===== src/rtl/instr_assembler_pkg.sv =====
`default_nettype none
// ============================================================================
//  Module   : instr_assembler_pkg
//  Purpose  : Shared types and opcode-field helpers for the instruction
//             assembler (FSM state enum, operand-count field, decode helper).
//  Revision : 1.0 - initial release
// ============================================================================
package instr_assembler_pkg;

   // Assembler control states.
   typedef enum logic [1:0] {
      FETCH_OP   = 2'd0,
      FETCH_OPND = 2'd1,
      PRESENT    = 2'd2
   } state_t;

   // Operand-count field bit positions, counted down from the opcode MSB
   // (0 = opcode[BYTE_W-1], 1 = opcode[BYTE_W-2]).
   localparam int OPND_MSB = 0;
   localparam int OPND_LSB = 1;

   // Widest opcode byte the decode helper accepts.
   localparam int OPCODE_MAX_W = 64;

   // Number of operand bytes following an opcode of width byte_w.
   function automatic logic [1:0] opnd_count(input logic [OPCODE_MAX_W-1:0] opcode,
                                             input int                      byte_w);
      return {opcode[byte_w-1-OPND_MSB], opcode[byte_w-1-OPND_LSB]};
   endfunction

endpackage
`default_nettype wire


===== src/rtl/instr_byte_packer.sv =====
`default_nettype none
// ============================================================================
//  Module   : instr_byte_packer
//  Purpose  : Holds the instruction word being assembled; writes one byte
//             into the selected lane (lane 0 = most significant), optionally
//             clearing all other lanes in the same cycle.
//  Revision : 1.0 - initial release
// ============================================================================
module instr_byte_packer #(
   parameter int BYTE_W    = 8,
   parameter int MAX_BYTES = 4,
   parameter int LANE_W    = 3
) (
   input  logic                          clk,
   input  logic                          reset,
   input  logic                          clear,
   input  logic                          load,
   input  logic [LANE_W-1:0]             lane,
   input  logic [BYTE_W-1:0]             byte_in,
   output logic [BYTE_W*MAX_BYTES-1:0]   word
);

   localparam int OUT_W = BYTE_W * MAX_BYTES;

   logic [OUT_W-1:0] word_q;
   logic [OUT_W-1:0] word_d;

   // Next word: optional clear, then overwrite the addressed lane.
   always_comb begin
      word_d = clear ? '0 : word_q;
      if (load) begin
         for (int k = 0; k < MAX_BYTES; k++) begin
            if (lane == LANE_W'(k)) begin
               word_d[OUT_W-1-k*BYTE_W -: BYTE_W] = byte_in;
            end
         end
      end
   end

   // Word register.
   always_ff @(posedge clk or posedge reset) begin
      if (reset) word_q <= '0;
      else       word_q <= word_d;
   end

   assign word = word_q;

endmodule
`default_nettype wire


===== src/rtl/instr_assembler.sv =====
`default_nettype none
// ============================================================================
//  Module   : instr_assembler
//  Purpose  : Fetches a variable-length instruction byte by byte from memory
//             (opcode top two bits = operand count), packs it MSB-first and
//             presents it to the decoder over a valid/ready handshake.
//             flush redirects fetching to flush_addr and drops any partial
//             instruction.
//  Config   : INSTR_ASSEMBLER_PREFETCH_EN - while presenting, prefetch the
//             next opcode into a one-entry buffer and skip FETCH_OP after
//             the transfer.
//  Revision : 1.0 - initial release
// ============================================================================
module instr_assembler
   import instr_assembler_pkg::*;
#(
   parameter int BYTE_W     = 8,
   parameter int MAX_BYTES  = 4,
   parameter int ADDR_W     = 9,
   parameter int START_ADDR = 0
) (
   input  logic                            clk,
   input  logic                            reset,
   output logic                            mem_req,
   output logic [ADDR_W-1:0]               mem_addr,
   input  logic [BYTE_W-1:0]               mem_data,
   input  logic                            mem_valid,
   output logic [BYTE_W*MAX_BYTES-1:0]     out_data,
   output logic [$clog2(MAX_BYTES+1)-1:0]  out_len,
   output logic                            out_err,
   output logic                            out_valid,
   input  logic                            out_ready,
   input  logic                            flush,
   input  logic [ADDR_W-1:0]               flush_addr
);

   localparam int LEN_W  = $clog2(MAX_BYTES + 1);
   localparam int LANE_W = 3;

   state_t              state_q, state_d;
   logic [ADDR_W-1:0]   addr_q,  addr_d;
   logic [LEN_W-1:0]    len_q,   len_d;
   logic                err_q,   err_d;
   logic [1:0]          need_q,  need_d;
   logic [1:0]          cnt_q,   cnt_d;

   logic                accept;
   logic                op_take;
   logic [BYTE_W-1:0]   op_byte;
   logic [1:0]          op_n;
   logic                pk_clear;
   logic                pk_load;
   logic [LANE_W-1:0]   pk_lane;
   logic [BYTE_W-1:0]   pk_byte;

`ifdef INSTR_ASSEMBLER_PREFETCH_EN
   logic                pf_valid_q, pf_valid_d;
   logic [BYTE_W-1:0]   pf_data_q,  pf_data_d;
   // Keep requesting in PRESENT until the prefetch buffer holds an opcode.
   assign mem_req = (state_q != PRESENT) || !pf_valid_q;
`else
   assign mem_req = (state_q != PRESENT);
`endif

   assign accept    = mem_req && mem_valid;
   assign mem_addr  = addr_q;
   assign out_valid = (state_q == PRESENT);
   assign out_len   = len_q;
   assign out_err   = err_q;

   // Next-state, address advance, opcode decode and packer control.
   always_comb begin
      state_d  = state_q;
      addr_d   = addr_q;
      len_d    = len_q;
      err_d    = err_q;
      need_d   = need_q;
      cnt_d    = cnt_q;
      op_take  = 1'b0;
      op_byte  = mem_data;
      op_n     = 2'd0;
      pk_clear = 1'b0;
      pk_load  = 1'b0;
      pk_lane  = '0;
      pk_byte  = mem_data;
`ifdef INSTR_ASSEMBLER_PREFETCH_EN
      pf_valid_d = pf_valid_q;
      pf_data_d  = pf_data_q;
`endif

      if (accept) addr_d = addr_q + ADDR_W'(1);

      case (state_q)
         FETCH_OP: begin
            if (accept) op_take = 1'b1;
         end
         FETCH_OPND: begin
            if (accept) begin
               pk_load = 1'b1;
               pk_lane = {1'b0, cnt_q} + 3'd1;
               cnt_d   = cnt_q + 2'd1;
               if (cnt_q + 2'd1 == need_q) state_d = PRESENT;
            end
         end
         PRESENT: begin
            if (out_ready) begin
`ifdef INSTR_ASSEMBLER_PREFETCH_EN
               // A buffered or same-cycle opcode starts the next instruction.
               if (pf_valid_q) begin
                  op_take    = 1'b1;
                  op_byte    = pf_data_q;
                  pf_valid_d = 1'b0;
               end else if (accept) begin
                  op_take = 1'b1;
               end else begin
                  state_d = FETCH_OP;
               end
`else
               state_d = FETCH_OP;
`endif
            end
`ifdef INSTR_ASSEMBLER_PREFETCH_EN
            else if (accept) begin
               pf_valid_d = 1'b1;
               pf_data_d  = mem_data;
            end
`endif
         end
         default: state_d = FETCH_OP;
      endcase

      // Opcode decode: start a fresh word with the opcode in lane 0.
      if (op_take) begin
         op_n     = opnd_count(OPCODE_MAX_W'(op_byte), BYTE_W);
         pk_clear = 1'b1;
         pk_load  = 1'b1;
         pk_lane  = '0;
         pk_byte  = op_byte;
         cnt_d    = 2'd0;
         need_d   = op_n;
         if (int'(op_n) + 1 > MAX_BYTES) begin
            // Too long for this build: present the opcode alone, flagged.
            len_d   = LEN_W'(1);
            err_d   = 1'b1;
            state_d = PRESENT;
         end else begin
            len_d   = LEN_W'(int'(op_n) + 1);
            err_d   = 1'b0;
            state_d = (op_n == 2'd0) ? PRESENT : FETCH_OPND;
         end
      end

      // Redirect wins over everything, including a byte accepted this cycle.
      if (flush) begin
         state_d  = FETCH_OP;
         addr_d   = flush_addr;
         cnt_d    = 2'd0;
         pk_clear = 1'b0;
         pk_load  = 1'b0;
`ifdef INSTR_ASSEMBLER_PREFETCH_EN
         pf_valid_d = 1'b0;
`endif
      end
   end

   // State and bookkeeping registers.
   always_ff @(posedge clk or posedge reset) begin
      if (reset) begin
         state_q <= FETCH_OP;
         addr_q  <= ADDR_W'(START_ADDR);
         len_q   <= '0;
         err_q   <= 1'b0;
         need_q  <= 2'd0;
         cnt_q   <= 2'd0;
      end else begin
         state_q <= state_d;
         addr_q  <= addr_d;
         len_q   <= len_d;
         err_q   <= err_d;
         need_q  <= need_d;
         cnt_q   <= cnt_d;
      end
   end

`ifdef INSTR_ASSEMBLER_PREFETCH_EN
   // One-entry opcode prefetch buffer.
   always_ff @(posedge clk or posedge reset) begin
      if (reset) begin
         pf_valid_q <= 1'b0;
         pf_data_q  <= '0;
      end else begin
         pf_valid_q <= pf_valid_d;
         pf_data_q  <= pf_data_d;
      end
   end
`endif

   instr_byte_packer #(
      .BYTE_W    (BYTE_W),
      .MAX_BYTES (MAX_BYTES),
      .LANE_W    (LANE_W)
   ) u_packer (
      .clk     (clk),
      .reset   (reset),
      .clear   (pk_clear),
      .load    (pk_load),
      .lane    (pk_lane),
      .byte_in (pk_byte),
      .word    (out_data)
   );

endmodule
`default_nettype wire


===== config.mk =====
export PLATFORM = sky130hd
export DESIGN_NAME = instr_assembler
export DESIGN_NICKNAME = d
export VERILOG_FILES = /design/src/rtl/instr_assembler_pkg.sv /design/src/rtl/instr_byte_packer.sv /design/src/rtl/instr_assembler.sv
export SDC_FILE = /design/constraint.sdc
export NUM_CORES = 1
export LEC_CHECK = 0
export ABC_AREA = 1
export BUFFER_PORTS_ARGS = -buffer_cell sky130_fd_sc_hd__buf_2
export CAP_MARGIN = 20
export CORE_AREA = 2 2 75 77
export DETAILED_ROUTE_END_ITERATION = 7
export DIE_AREA = 0 0 77 79
export HOLD_SLACK_MARGIN = 0.03
export PLACE_DENSITY = 0.78
export RECOVER_POWER = 25
export SETUP_SLACK_MARGIN = 0.05
export SLEW_MARGIN = 20
export SYNTH_ARGS = -nofsm -noshare
export SYNTH_HDL_FRONTEND = slang
export SYNTH_HIERARCHICAL = 1
export SYNTH_SLANG_ARGS = --single-unit

===== constraint.sdc =====
create_clock -name clk -period 2.32 [get_ports clk]
set_input_delay 0.232 -clock clk [delete_from_list [all_inputs] [get_ports clk]]
set_output_delay 0.232 -clock clk [all_outputs]
set_load 0.02 [all_outputs]

Yosys cells after proc, flatten, opt, wreduce, memory -nomap -nowiden
Cells that the tools add are included.

Logic and storage cells: 64. Register bits: 51. Output and inout bits: 47. Input port bits: 22.

Muxes and demuxes: 32. Equal/unequal tests: 11. Add/sub/neg operators: 4. Reduce and logical (&&, ||, !) cells: 9. $lt $le $gt $ge: 1.

Operators by type and width (number): 32-bit 2-to-1 mux (2); 32-bit by 4-bit > comparator with 1-bit output, second input constant (1); 8-bit 2-to-1 mux (4); 2-bit 2-to-1 mux (11); 9-bit 2-to-1 mux (2); 3-bit 2-to-1 mux (4); 9-bit by 1-bit adder with 9-bit output, second input constant (1); 1-bit 2-to-1 mux (8); 4-bit != test, second input constant (2); 2-bit by 1-bit adder with 3-bit output, second input constant (2); 3-bit by 2-bit == test with 1-bit output, second input constant (2); 2-bit one-hot mux with 3 select lines (1); 3-bit nonzero test (2); 2-bit logical NOT (2); 4-bit by 1-bit != test with 1-bit output, second input constant (1); 4-bit AND reduction (1); 3-bit by 1-bit == test with 1-bit output, second input constant (1); 3-bit logical NOT (1); 3-bit != test, second input constant (1); 2-bit by 1-bit adder with 2-bit output, second input constant (1); 2-bit by 1-bit == test with 1-bit output, second input constant (1); 2-bit == test (1); 2-bit == test, second input constant (1); 2-bit != test, second input constant (1); other kinds (3) (3).

Longest topological paths before layout
Depth in word-level cells: 9. Gate-level depth with buffers: 10. Depth with buffers taken out: 10.

Hierarchy
The synthesis kept the hierarchy.

By module, submodules not included: instr_byte_packer (sequential area each 800.8 µm², instances 1, cells each 214, area each 1575.3 µm²); instr_assembler (sequential area each 475.5 µm², instances 1, cells each 158, area each 1129.8 µm²).

Worst setup path before layout
OpenSTA, ideal clock, no wires.

Kind: flip-flop to flip-flop. From: register state_q[1]. To: register u_packer.word_q[0], in the netlist u_packer/word[0]. Path slack: 0.633 ns. Stages on the path, launching flop included: 10. Period minus slack after synthesis: 1.687 ns. Arrival: 1.570 ns. Path buffers: 1. Cells stage by stage: dfrtp_1 -> nor2_1 -> nand2_1 -> buf_2 -> a21oi_1 -> inv_1 -> nor2_4 -> nand2_1 -> nand2_1 -> nand2_1.

RTL lines: start, declared (line instr_assembler.sv:40) `state_t state_q, state_d;`; start signal, assigned (line instr_assembler.sv:176) `state_q <= state_d;`; 2-bit != test (line instr_assembler.sv:62) `assign mem_req = (state_q != PRESENT);`; 1-bit logical AND (line instr_assembler.sv:65) `assign accept = mem_req && mem_valid;`; 1-bit 2-to-1 mux (line instr_assembler.sv:95, instr_assembler.sv:98); 1-bit 2-to-1 mux (line instr_assembler.sv:93) `case (state_q)`; 1-bit 2-to-1 mux * (line instr_assembler.sv:133) `if (op_take) begin`; 1-bit 2-to-1 mux * (line instr_assembler.sv:154) `if (flush) begin`; named net pk_load (line instr_assembler.sv:52) `logic pk_load;`; 32-bit 2-to-1 mux * (line instr_byte_packer.sv:31) `if (load) begin`; named net u_packer.word_d[0] (line instr_byte_packer.sv:26) `logic [OUT_W-1:0] word_d;`; end signal, assigned (line instr_byte_packer.sv:43) `else word_q <= word_d;`; end, declared (line instr_byte_packer.sv:25) `logic [OUT_W-1:0] word_q;`.

The timed path passes the listed nets; every way through them passes the cells marked *. A chain may end at the register's enable or synchronous reset.

Final worst setup path
From: register state_q[1]. To: register u_packer.word_q[12], in the netlist u_packer/word[12].

Same word-level chain as after synthesis.

==> key figures <==
Run status
  • Status: completed

Timing
  • Endpoints failing hold: 0
  • Period utilization: 83.91%
  • Worst Tran Pin Value: 0.7821 ns
  • Final min period: 1.947 ns
  • Max_slew headroom: 47.86%
  • Setup WS post-layout: 0.3733 ns
  • Skew final: 0.007208 ns
  • RSZ-0062 raised after global routing: no
  • Final setup viols: 0
  • Setup TNS: 0 ns
  • Final Max Slew Viols: 0
  • Fin Hold WS: 0.1543 ns
  • Fmax: 513.7 MHz

Floorplanning
  • Die area: 6083 um2
  • # IOs: 69
  • Starting Density: 50.68%
  • Core Area: 5338 um2
  • FP Rows: 27
  • Die height: 79 um
  • Chip Width: 77 um

Worst setup path
  • R2r startpoint: state_q[1]
  • WP data arrival: 2.14 ns
  • Setup slack, reg-to-reg: 0.37 ns
  • Req. time, crit path: 2.51 ns
  • CP startpoint: state_q[1]
  • CP Max Fanout: 22
  • Critical path type: reg -> reg
  • CP startpoint kind: flop
  • FF-to-FF End: u_packer/word[12]
  • CP endpoint kind: flop
  • R2R depth: 9

Worst hold path
  • HP Class: in -> reg
  • Hold depth: 3
  • Worst hold endpoint: mem_addr[6]
  • Worst hold start: flush_addr[6]

Logic synthesis
  • Largest family of logic cells by synthesized area: simple AND/OR/NAND/NOR gates
  • Mapped Avg Cell Area: 7.272 um2
  • Unique masters post-synth: 29
  • Seq/Total Area, Yosys: 47.18%
  • Main synth FF type: dfrtp_1
  • Synth Cell Area: 2705 um2
  • Number of flops mapped to enable cells by yosys: 0
  • Syn_nets: 398
  • Adder-Cell Fraction of Synth Area: 1.850%
  • Simple-Gate Fraction of Synth Area: 35.89%
  • Yosys warns: 6
  • Synthesized instance count: 372
  • Register bit total from synthesis: 51
  • Ys async rst share: 100.0%
  • Post-synthesis mux area share: 0%
  • Post-synthesis compound-gate area fraction: 3.423%
  • Synth Area in XOR/XNOR: 0.9713%

Route
  • DRT antenna net count: 0
  • Initial DRC count: 136
  • Routed via count: 2,411
  • Final WL: 6.013 mm
  • # DRC: 0
  • DR pass1 iterations: 5
  • Via density: 4.663
  • Wirelength per Cell: 11.63 um

Cells and area
  • Commonest non-fill, non-tap cell in the layout: nand2_1
  • Final net count: 471
  • Antenna diodes: 0
  • Finished Cell Area: 3197 um2
  • P&R area growth vs syn: 18.18%
  • Most frequent cells in the layout: 130 x nand2_1, 62 x buf_2, 56 x inv_1
  • Share of cells above drive strength 1: 20.67%

Clock tree
  • Bufs on Longest Clock Path: 2
  • Clock Sinks: 51
  • Total CTS buffers: 5
  • Root buffer cell: clkbuf_8
  • CTS tree: yes
  • H-tree lvl count: 2
  • Worst-Skew Late Latency: 0.30 ns
  • Clock Pin Slew Worst Setup and Hold Paths: 0.08 ns
  • Number of setup buffers added after CTS: 0

Pwr
  • Maximum vdd ir drop: 0.4198 mV
  • Overall Power: 2.209 mW
  • Leakage: 1.875 nW
  • PwrDens: 690.9 nW/um2

GRT
  • First-pass GRT wire length: 10.41 mm
  • Vias in the first global route: 2,277
  • Grt total ovfl: 0
  • Largest net degree at the start of global routing: 33
  • Antenna violations before repair: 0
  • Total GRT Usage: 21.39%

Placed design
  • Detailed Place HPWL: 4.448 mm
  • Post-Place Setup Slack: 0.4230 ns
  • Routability cong.: 0.8063
  • Placed cell areas: 3109 um2
  • IO Port Bufs: 68

Run
  • Max-cap viol count: 0
## area by class of cell
type	count	area [um2]
tap	72	90.09
sequential	51	1276
inverter	61	230.2
clock inverter	1	5.005
fill	530	2141
timing repair buffer	73	370.4
multi-input combinational	253	1142
clock buffer	6	82.58
## synth_stat cells (all sizes together), types with 2 or more instances
| master | n | area, um2 |
|---|---|---|
| nand2 | 135 | 529.3 |
| inv | 60 | 225.2 |
| nor2 | 55 | 229.0 |
| dfrtp | 51 | 1276 |
| nand3 | 37 | 190.2 |
| o21ai | 9 | 45.04 |
| clkbuf | 4 | 35.04 |
| ha | 4 | 50.05 |
| a21oi | 3 | 18.77 |
| buf | 3 | 23.77 |
| o211ai | 3 | 22.52 |
| xor2 | 2 | 17.52 |
## repair_timing
action / in CTS / in global routing
hold buffers: 1 / 0
gates resized for setup: 0 / 0
endpoints found under the hold margin: 32 / 0
## kinds of logic after synthesis
group,after synthesis
AND/OR/NAND/NOR,230
adder cells (fa/ha/maj),4
flip-flops,51
AO/OA/AOI/OAI,16
XOR/XNOR,3
buffers and inverters,68
## where the power goes
part | internal, mW | leakage (nW) | switching [mW]
Clock | 0.234 | 0.0470 | 0.269
Sequential | 0.996 | 0.677 | 0.0848
Combinational | 0.202 | 1.15 | 0.423
Total | 1.43 | 1.87 | 0.776
## critical path, cell delays in order, from the launching register on
cell	delay (ns)
dfrtp_1	0.44
nor2_1	0.12
nand2_1	0.24
a21oi_1	0.28
inv_1	0.10
nor2_4	0.16
buf_4	0.28
nand2_4	0.11
nand2_1	0.07
nand2_1	0.05
## stage by stage
stage                     instances  utilization (%)
after floorplan                 372                -
after global placement          509            58.25
after detailed placement        509            58.25
after CTS                       517            60.08
after global routing            517            59.89
final                           517            59.89
## state kept, by name, indices dropped and copies added (netlist names)
name           count
u_packer/word     32
mem_addr           9
out_len            3
cnt_q              2
need_q             2
state_q            2
out_err            1
## how the worst max path moves through the flow
stage	to	slack, ns	cells past startpoint
finish	u_packer/word[12]	0.37	9
global route	u_packer/word[11]	0.15	9
CTS	u_packer/word[18]	0.39	9
detailed placement	u_packer/word[4]	0.42	9
global placement	u_packer/word[3]	0.47	9
floorplan	u_packer/word[0]	0.63	9
## per-layer routing
metal	vias to the layer above	wire (um)	track usage (%)
met3	4	315	4.205
met2	55	2927	35.96
li1	1265	-	-
met4	0	43	6.607
met1	1087	2727	28.24
met5	-	0	0
Note: power is estimated with default switching activity, not from simulation.
